==> src/rtl/rom_arb_pkg.sv <==
// Shared types for the ROM read-port arbiter.
//   arb_state_t : arbitration FSM state (who wins a tie, or DM-only while locked)
//   NOP_WORD    : word handed to fetch for out-of-range addresses (addi x0,x0,0)
package rom_arb_pkg;
  typedef enum logic [1:0] {ARB_IF, ARB_DM, ARB_DM_LOCKED} arb_state_t;
  localparam logic [31:0] NOP_WORD = 32'h0000_0013;
endpackage

==> src/rtl/rom_port_arbiter_if.sv <==
// Bundle between the fetch/load requesters, the arbiter and memoriaROM.
//   IF side : if_req, if_addr -> if_gnt, if_rvalid, if_rdata
//   DM side : dm_req, dm_addr, dm_lock -> dm_gnt, dm_rvalid, dm_rdata
//   ROM side: rom_addr -> rom_data (combinational read)
// slave  = arbiter view; master = requesters plus the ROM itself.
interface rom_port_arbiter_if #(parameter int POS = 10);
  logic           if_req;
  logic [POS-1:0] if_addr;
  logic           if_gnt;
  logic           if_rvalid;
  logic [31:0]    if_rdata;
  logic           dm_req;
  logic [POS-1:0] dm_addr;
  logic           dm_lock;
  logic           dm_gnt;
  logic           dm_rvalid;
  logic [31:0]    dm_rdata;
  logic [POS-1:0] rom_addr;
  logic [31:0]    rom_data;

  modport slave (
    input  if_req, if_addr, dm_req, dm_addr, dm_lock, rom_data,
    output if_gnt, if_rvalid, if_rdata, dm_gnt, dm_rvalid, dm_rdata, rom_addr
  );

  modport master (
    output if_req, if_addr, dm_req, dm_addr, dm_lock, rom_data,
    input  if_gnt, if_rvalid, if_rdata, dm_gnt, dm_rvalid, dm_rdata, rom_addr
  );
endinterface

==> src/rtl/rom_port_arbiter.sv <==
// Shares memoriaROM's single read port between instruction fetch (IF) and
// the data-memory literal load path (DM). One grant per cycle, combinational
// grant, data registered one cycle later into the winner's RDATA with a
// one-cycle RVALID pulse. DM may lock the port across a multi-word burst.
//   clk, rst_n : clock, asynchronous active-low reset
//   bus        : rom_port_arbiter_if.slave (requests, grants, read data, ROM port)
module rom_port_arbiter
  import rom_arb_pkg::*;
#(
  parameter int POSICIONES = 1024,
  parameter int POS        = $clog2(POSICIONES)
) (
  input  logic                clk,
  input  logic                rst_n,
  rom_port_arbiter_if.slave   bus
);

  arb_state_t     state, next_state;
  logic           if_gnt, dm_gnt;
  logic [POS-1:0] rom_addr;
  logic [POS-1:0] addr_hold;
  logic           oob;
  logic           if_rvalid_q, dm_rvalid_q;
  logic [31:0]    if_rdata_q, dm_rdata_q;

  // State register
  always_ff @(posedge clk or negedge rst_n) begin
    if (!rst_n) state <= ARB_IF;
    else        state <= next_state;
  end

  // Next state: the port just served loses the next tie; a locked DM keeps
  // ownership until it issues an unlocked read.
  always_comb begin
    next_state = state;
    if (if_gnt)      next_state = ARB_DM;
    else if (dm_gnt) next_state = bus.dm_lock ? ARB_DM_LOCKED : ARB_IF;
  end

  // Grants and ROM address mux
  always_comb begin
    if_gnt = 1'b0;
    dm_gnt = 1'b0;
    unique case (state)
      ARB_IF: begin
        if_gnt = bus.if_req;
        dm_gnt = bus.dm_req & ~bus.if_req;
      end
      ARB_DM: begin
        dm_gnt = bus.dm_req;
        if_gnt = bus.if_req & ~bus.dm_req;
      end
      ARB_DM_LOCKED: dm_gnt = bus.dm_req;
      default: ;
    endcase
    // Idle cycles replay the last address so the ROM address bus stays quiet.
    if (if_gnt)      rom_addr = bus.if_addr;
    else if (dm_gnt) rom_addr = bus.dm_addr;
    else             rom_addr = addr_hold;
  end

  // Depth need not be a power of two, so the upper part of the address space
  // is unbacked and must not return ROM garbage.
  assign oob = 32'(rom_addr) >= 32'(POSICIONES);

  // Address hold and read-data capture
  always_ff @(posedge clk or negedge rst_n) begin
    if (!rst_n) begin
      addr_hold   <= '0;
      if_rvalid_q <= 1'b0;
      dm_rvalid_q <= 1'b0;
      if_rdata_q  <= '0;
      dm_rdata_q  <= '0;
    end else begin
      if_rvalid_q <= if_gnt;
      dm_rvalid_q <= dm_gnt;
      if (if_gnt | dm_gnt) addr_hold <= rom_addr;
      if (if_gnt) if_rdata_q <= oob ? NOP_WORD : bus.rom_data;
      if (dm_gnt) dm_rdata_q <= oob ? 32'h0 : bus.rom_data;
    end
  end

  assign bus.if_gnt    = if_gnt;
  assign bus.dm_gnt    = dm_gnt;
  assign bus.rom_addr  = rom_addr;
  assign bus.if_rvalid = if_rvalid_q;
  assign bus.dm_rvalid = dm_rvalid_q;
  assign bus.if_rdata  = if_rdata_q;
  assign bus.dm_rdata  = dm_rdata_q;

endmodule
==> src/flat_wrapper.sv <==
// flat-port wrapper written by rule: the top's interface ports become plain ports
module rom_port_arbiter_flat import rom_arb_pkg::*;
#(
  parameter int POSICIONES = 1024,
  parameter int POS        = $clog2(POSICIONES)
)
  (clk, rst_n, bus_if_req, bus_if_addr, bus_dm_req, bus_dm_addr, bus_dm_lock, bus_rom_data, bus_if_gnt, bus_if_rvalid, bus_if_rdata, bus_dm_gnt, bus_dm_rvalid, bus_dm_rdata, bus_rom_addr);
  rom_port_arbiter_if #(.POS(POS)) bus_i ();
  input  logic clk;
  input  logic rst_n;
  input wire logic [$bits(bus_i.if_req)-1:0] bus_if_req;
  input wire logic [$bits(bus_i.if_addr)-1:0] bus_if_addr;
  input wire logic [$bits(bus_i.dm_req)-1:0] bus_dm_req;
  input wire logic [$bits(bus_i.dm_addr)-1:0] bus_dm_addr;
  input wire logic [$bits(bus_i.dm_lock)-1:0] bus_dm_lock;
  input wire logic [$bits(bus_i.rom_data)-1:0] bus_rom_data;
  output wire logic [$bits(bus_i.if_gnt)-1:0] bus_if_gnt;
  output wire logic [$bits(bus_i.if_rvalid)-1:0] bus_if_rvalid;
  output wire logic [$bits(bus_i.if_rdata)-1:0] bus_if_rdata;
  output wire logic [$bits(bus_i.dm_gnt)-1:0] bus_dm_gnt;
  output wire logic [$bits(bus_i.dm_rvalid)-1:0] bus_dm_rvalid;
  output wire logic [$bits(bus_i.dm_rdata)-1:0] bus_dm_rdata;
  output wire logic [$bits(bus_i.rom_addr)-1:0] bus_rom_addr;
  assign bus_i.if_req = bus_if_req;
  assign bus_i.if_addr = bus_if_addr;
  assign bus_i.dm_req = bus_dm_req;
  assign bus_i.dm_addr = bus_dm_addr;
  assign bus_i.dm_lock = bus_dm_lock;
  assign bus_i.rom_data = bus_rom_data;
  assign bus_if_gnt = bus_i.if_gnt;
  assign bus_if_rvalid = bus_i.if_rvalid;
  assign bus_if_rdata = bus_i.if_rdata;
  assign bus_dm_gnt = bus_i.dm_gnt;
  assign bus_dm_rvalid = bus_i.dm_rvalid;
  assign bus_dm_rdata = bus_i.dm_rdata;
  assign bus_rom_addr = bus_i.rom_addr;
  rom_port_arbiter #(.POSICIONES(POSICIONES), .POS(POS)) u_core (.clk(clk), .rst_n(rst_n), .bus(bus_i));
endmodule
==> config.mk <==
export PLATFORM = sky130hd
export DESIGN_NAME = rom_port_arbiter_flat
export DESIGN_NICKNAME = d
export VERILOG_FILES = /design/src/rtl/rom_arb_pkg.sv /design/src/rtl/rom_port_arbiter_if.sv /design/src/rtl/rom_port_arbiter.sv /design/src/flat_wrapper.sv
export SDC_FILE = /design/constraint.sdc
export NUM_CORES = 1
export LEC_CHECK = 0
export ABC_CLOCK_PERIOD_IN_PS = 5800
export CAP_MARGIN = 25
export CORE_ASPECT_RATIO = 1.1
export CORE_UTILIZATION = 40
export DETAILED_ROUTE_END_ITERATION = 7
export GPL_TIMING_DRIVEN = 1
export PLACE_DENSITY_LB_ADDON = 0.25
export SKIP_LAST_GASP = 1
export SLEW_MARGIN = 0
export SYNTH_ARGS = -nofsm -noshare
export SYNTH_HDL_FRONTEND = slang
export SYNTH_SLANG_ARGS = --single-unit
==> constraint.sdc <==
create_clock -name clk -period 5.8 [get_ports clk]
set_input_delay 1.45 -clock clk [delete_from_list [all_inputs] [get_ports clk]]
set_output_delay 1.45 -clock clk [all_outputs]
set_load 0.005 [all_outputs]
==> qor.txt, run 1 <==
status = finished, final reports clean
synthesized instance count = 207
Leakage Power = 2.046 nW
CP Cell Sequence = clkdlybuf4s50_1, nor2b_4, o21ai_4, mux2i_1, a21oi_1, clkdlybuf4s50_1
Area Growth Syn to Fin = 53.92%
sequential share of power = 35.6%
slowest cell on the critical path = clkdlybuf4s50_1
clock skew = 0.006125 ns
Arrival @ worst endpoint = 3.49 ns
maximum root-to-sink buffer count = 2
first-pass GRT wire length = 10.38 mm
Placed Area = 4556 µm²
Max Freq = 202.6 MHz
Setup violations, final = 0
Mean Syn Cell Area = 15.03 µm²
commonest cells after routing, fill and taps aside = 133 x clkdlybuf4s50_1, 78 x dfrtp_1, 64 x mux2_2, 20 x a21oi_1
Die H = 94.51 µm
Pins Over Slew Limit = 0
Worst R2R Start = u_core.state[1]
fin crit share = 85.11%
initial DRC count = 66
vias after detailed routing = 2109
core footprint = 7473 µm²
grt met2 use = 27.98%
CP max stage delay = 0.57 ns
Hold/Removal Path Class = reg -> reg
WL/cell = 14.40 µm
worst setup path start = bus_if_req
full die area = 8136 µm²
CP top delay family = buffers and inverters
row cnt = 33
Synth cell types = 15
post-CTS sizing = 0
GRT Total Usage = 16.98%
Clk pwr share = 16.2%
CP most frequent cell = clkdlybuf4s50_1
first-pass iteration count of the detailed router = 4
sw frac = 27.93%
number of synthesized register bits = 78
DRC = 0
vias in the first global route = 2062
setup ws final = 0.8635 ns
met3 Usage GRT = 5.332%
RD Place Congestion = 0.6760
Sw Pwr = 0.0007435 W
number of diodes = 0
remaining antenna violation count = 0
Max-Cap Viols = 0
share of layout cells above drive strength 1 = 25.42%
Least-Margin Pin Slew = 0.7445 ns
Max H-tree Level = 3
num ports = 135
Worst EP required = 4.35 ns
CTS tree = yes
Crit. End Element = output port
setup TNS = 0 ns
hpwl dp = 4.699 mm
worst vdd ir = 352.5 µV
slew margin rel. = 50.18%
clock slew at reported path FFs = 0.07 ns
Synth Net Count = 267
clk root buf = clkbuf_8
# fillers = 598
most common cell after layout, fill and taps aside = clkdlybuf4s50_1
final core occ = 64.09%
met1 GRT Util = 20.82%
Buf/Inv on CP = 2
CTS sink cnt = 78
TritonCTS buffer count = 9
pwr/cell area = 555.8 nW/µm²
number of buffers added on ports = 134
combinational power share = 48.2%
sequential element share of the synthesized area = 62.73%
layer with the highest usage = met2
# hold bufs at CTS = 0
Final Critical Period = 4.937 ns
Final Hold Fails = 0
initial antenna violation count = 0
vias per cell = 4.595
setup slack, reg-to-reg = 3.53 ns
hold_sp = u_core.bus.dm_rdata[21]
pin count of the biggest net entering global routing = 79
Pint = 0.001919 W
WL final = 6.609 mm
Post-CTS Setup Bufs = 0
Final nets = 409
unrepaired setup endpoints after global routing = false
initial core utilization = 41.64%
worst skew pair latency = 0.33 ns
total gr overflow = 0
Power Total = 0.002662 W
startpoint types = primary input
critical path type = in -> out
fin area = 4790 µm²
critical path peak fanout = 15
synthesized cell area = 3112 µm²
worst slack, placed = 0.8640 ns
Die Span X = 86.10 µm
Yosys Warn Count = 0
[layer usage]
metal,part of all wire [%],routed length [µm]
met5,0,0
met4,1.1,76
met3,6.2,409
met2,51,3370
met1,42,2753
[kinds of logic after synthesis]
family / Yosys count / synth area share, %
AO/OA/AOI/OAI: 23 / 4.423
adder cells (fa/ha/maj): 3 / 1.206
buffers and inverters: 14 / 2.774
flip-flops: 78 / 62.73
multiplexers: 75 / 26.70
AND/OR/NAND/NOR: 14 / 2.171
[cell usage after synthesis, drive strengths merged]
cell type,number,area share (%)
nor2,11,1.3
o21ai,3,1.2
mux2i,11,3.5
mux2,64,23
dfrtp,78,63
inv,4,0.48
nor2b,3,0.84
buf,10,2.3
a21oi,20,3.2
ha,3,1.2
[flip-flops by register name, indices dropped and copies added, names as in the netlist]
signal                count
u_core.bus.if_rvalid      1
u_core.addr_hold         10
u_core.state              2
u_core.bus.dm_rvalid      1
u_core.bus.dm_rdata      32
u_core.bus.if_rdata      32
[power by group through the flow]
stage	logic (W)	registers, W	clock network [W]
2_1_floorplan	0.000561	0.000970	0
5_1_grt	0.00139	0.000981	0.000467
6_report	0.00128	0.000948	0.000431
3_5_place_dp	0.00130	0.000958	0
3_3_place_gp	0.00128	0.000946	0
4_1_cts	0.00130	0.000949	0.000442
[final timing paths]
path                                      endpoint  cells after the start
max                                bus_rom_addr[1]                      6
min                        u_core.bus.dm_rdata[21]                      1
min reg2reg                u_core.bus.dm_rdata[21]                      1
min in group asynchronous   u_core.bus.dm_rdata[1]                      1
max reg2reg                u_core.bus.if_rdata[25]                      6
max in group asynchronous      u_core.addr_hold[7]                      2
[through the flow]
stage | hold slack [ns] | cells
global placement | 0.4864 | 442
finish | 0.5051 | 459
global route | 0.5164 | 459
detailed placement | 0.4916 | 442
CTS | 0.5092 | 458
floorplan | 0.5041 | 207
[final cells by class]
class | instances | area [µm²] | share of cell area [%]
Tap cell | 105 | 131.4 | 2.743
Timing Repair Buffer | 141 | 1404 | 29.31
Clock buffer | 10 | 127.6 | 2.665
Clock inverter | 6 | 86.33 | 1.803
Multi-Input combinational cell | 115 | 1074 | 22.41
Inverter | 4 | 15.01 | 0.3135
Sequential cell | 78 | 1952 | 40.75
Note: power is estimated with default switching activity, not from simulation.
==> inputs of run 2 (changes only) <==
ABC_CLOCK_PERIOD_IN_PS = unset   (was 5800)
==> results of run 2 <==
The final DEF is identical to that of run 1; final timing and power are the same.
==> inputs of run 3 (changes only) <==
CORE_MARGIN = 3   (was unset)
==> qor.txt, run 3 (synthesis gave the netlist of run 1 again) <==
placed insts = 442 (unchanged)
share of layout cells above drive strength 1 = 25.42% (unchanged)
remaining antenna violation count = 0 (unchanged)
crit path capture = bus_rom_addr[8]
most common cell after layout, fill and taps aside = clkdlybuf4s50_1
setup slack, reg-to-reg = 3.76 ns (+0.23 ns)
Min Hold Slack = 0.5050 ns (-0.0001630 ns)
worst vdd ir = 353.9 µV (+0.38%)
Hold/Removal Path Class = reg -> reg
num ports = 135 (unchanged)
clock slew at reported path FFs = 0.08 ns (about the same)
total gr overflow = 0 (unchanged)
pin count of the biggest net entering global routing = 79 (unchanged)
Max-Cap Viols = 0 (unchanged)
status = finished, final reports clean
first-pass iteration count of the detailed router = 2 (-2)
hpwl dp = 5.106 mm (+8.7%)
critical path peak fanout = 16 (+1)
full die area = 8875 µm² (+9.1%)
Die H = 98.51 µm (+4.2%)
vias after detailed routing = 2144 (+1.7%)
TritonCTS buffer count = 9 (unchanged)
number of diodes = 0 (unchanged)
Post-CTS Setup Bufs = 0 (unchanged)
worst r2r dst = u_core.bus.if_rdata[24]
Worst R2R Start = u_core.state[1]
Placed Area = 4581 µm² (+0.55%)
initial antenna violation count = 0 (unchanged)
row cnt = 33 (unchanged)
worst setup path start = bus_if_req
DRC = 0 (unchanged)
commonest cells after routing, fill and taps aside = 133 x clkdlybuf4s50_1, 78 x dfrtp_1, 64 x mux2_2, 20 x a21oi_1
slew margin rel. = 70.55% (+20 points)
Die Span X = 90.10 µm (+4.6%)
initial core utilization = 41.41% (-0.23 points)
path depth of the worst reg2reg path = 7 (+1)
fin crit share = 84.53% (-0.58 points)
initial DRC count = 41 (-38%)
WL final = 7.021 mm (+6.2%)
Final Critical Period = 4.903 ns (-0.03365 ns)
startpoint types = primary input
critical path type = in -> out
worst skew pair latency = 0.35 ns (+0.02 ns)
Pins Over Slew Limit = 0 (unchanged)
number of buffers added on ports = 134 (unchanged)
GRT Total Usage = 16.19% (-0.79 points)
Least-Margin Pin Slew = 0.4401 ns (-0.3044 ns)
clk root buf = clkbuf_8
Final nets = 409 (unchanged)
clock skew = 0.009593 ns (+0.003469 ns)
Final Hold Fails = 0 (unchanged)
WHS Path Cells = 1 (unchanged)
vias per cell = 4.671 (+1.7%)
WL/cell = 15.30 µm (+6.2%)
Max Freq = 204.0 MHz (+0.69%)
Setup violations, final = 0 (unchanged)
post-CTS sizing = 0 (unchanged)
setup TNS = 0 ns (unchanged)
Worst EP required = 4.35 ns (about the same)
CTS sink cnt = 78 (unchanged)
fin area = 4823 µm² (+0.71%)
Arrival @ worst endpoint = 3.45 ns (-0.04 ns)
Area Growth Syn to Fin = 55.01%
Leakage Power = 2.061 nW (+0.72%)
Max H-tree Level = 3 (unchanged)
Non-Filler Instances = 459 (unchanged)
maximum root-to-sink buffer count = 2 (unchanged)
RD Place Congestion = 0.7291 (+7.9%)
pwr/cell area = 561.5 nW/µm² (+1.0%)
core footprint = 7515 µm² (+0.55%)
Power Total = 0.002708 W (+1.7%)
unrepaired setup endpoints after global routing = false
first-pass GRT wire length = 11.30 mm (+8.9%)
CTS tree = yes
# hold bufs at CTS = 0 (unchanged)
vias in the first global route = 2294 (+11%)
Crit. End Element = output port
-- run 3: worst min path at each step --
stage / slack, ns / from / to
5_1_grt: 0.52 / u_core.bus.dm_rdata[0] / u_core.bus.dm_rdata[0]
2_1_floorplan: 0.50 / u_core.bus.if_rdata[0] / u_core.bus.if_rdata[0]
3_5_place_dp: 0.49 / u_core.bus.dm_rdata[18] / u_core.bus.dm_rdata[18]
3_3_place_gp: 0.49 / u_core.bus.if_rdata[18] / u_core.bus.if_rdata[18]
6_report: 0.50 / u_core.bus.dm_rdata[18] / u_core.bus.dm_rdata[18]
4_1_cts: 0.51 / u_core.bus.dm_rdata[18] / u_core.bus.dm_rdata[18]
-- run 3: metrics by stage --
stage / utilization, % / setup WS (ns)
2_1_floorplan: - / 2.106
3_3_place_gp: 60.96 / 0.9104
3_5_place_dp: 60.96 / 0.8493
4_1_cts: 63.92 / 0.8539
5_1_grt: 64.19 / 0.7793
6_report: 64.19 / 0.8971
-- run 3: cell type report --
class | count | area (µm²)
fill | 605 | 2691
clock buffer | 11 | 141.4
timing repair buffer | 141 | 1429
inverter | 4 | 15.01
tap | 105 | 131.4
sequential | 78 | 1952
clock inverter | 5 | 81.33
multi-input combinational | 115 | 1074
-- run 3: where the power goes --
group          leakage, nW  internal (W)  switching (W)
Clock                0.110      0.000255       0.000197
Sequential           0.912      0.000823       0.000128
Combinational         1.04      0.000869       0.000437
Total                 2.06       0.00195       0.000761
-- run 3: layer usage --
layer	vias up	share of wire, %	track usage [%]	wire length [µm]
li1	1002	-	-	-
met1	1056	41	18.61	2880
met2	77	50	27.13	3487
met3	9	8.1	6.336	571
met4	0	1.2	6.714	82
met5	-	0	0	0
-- run 3: worst max-delay path, cell delays in order --
cell	delay, ns
clkdlybuf4s50_1	0.57
nor2b_4	0.07
o21ai_4	0.33
buf_12	0.22
mux2i_1	0.25
a21oi_1	0.10
clkdlybuf4s50_1	0.46
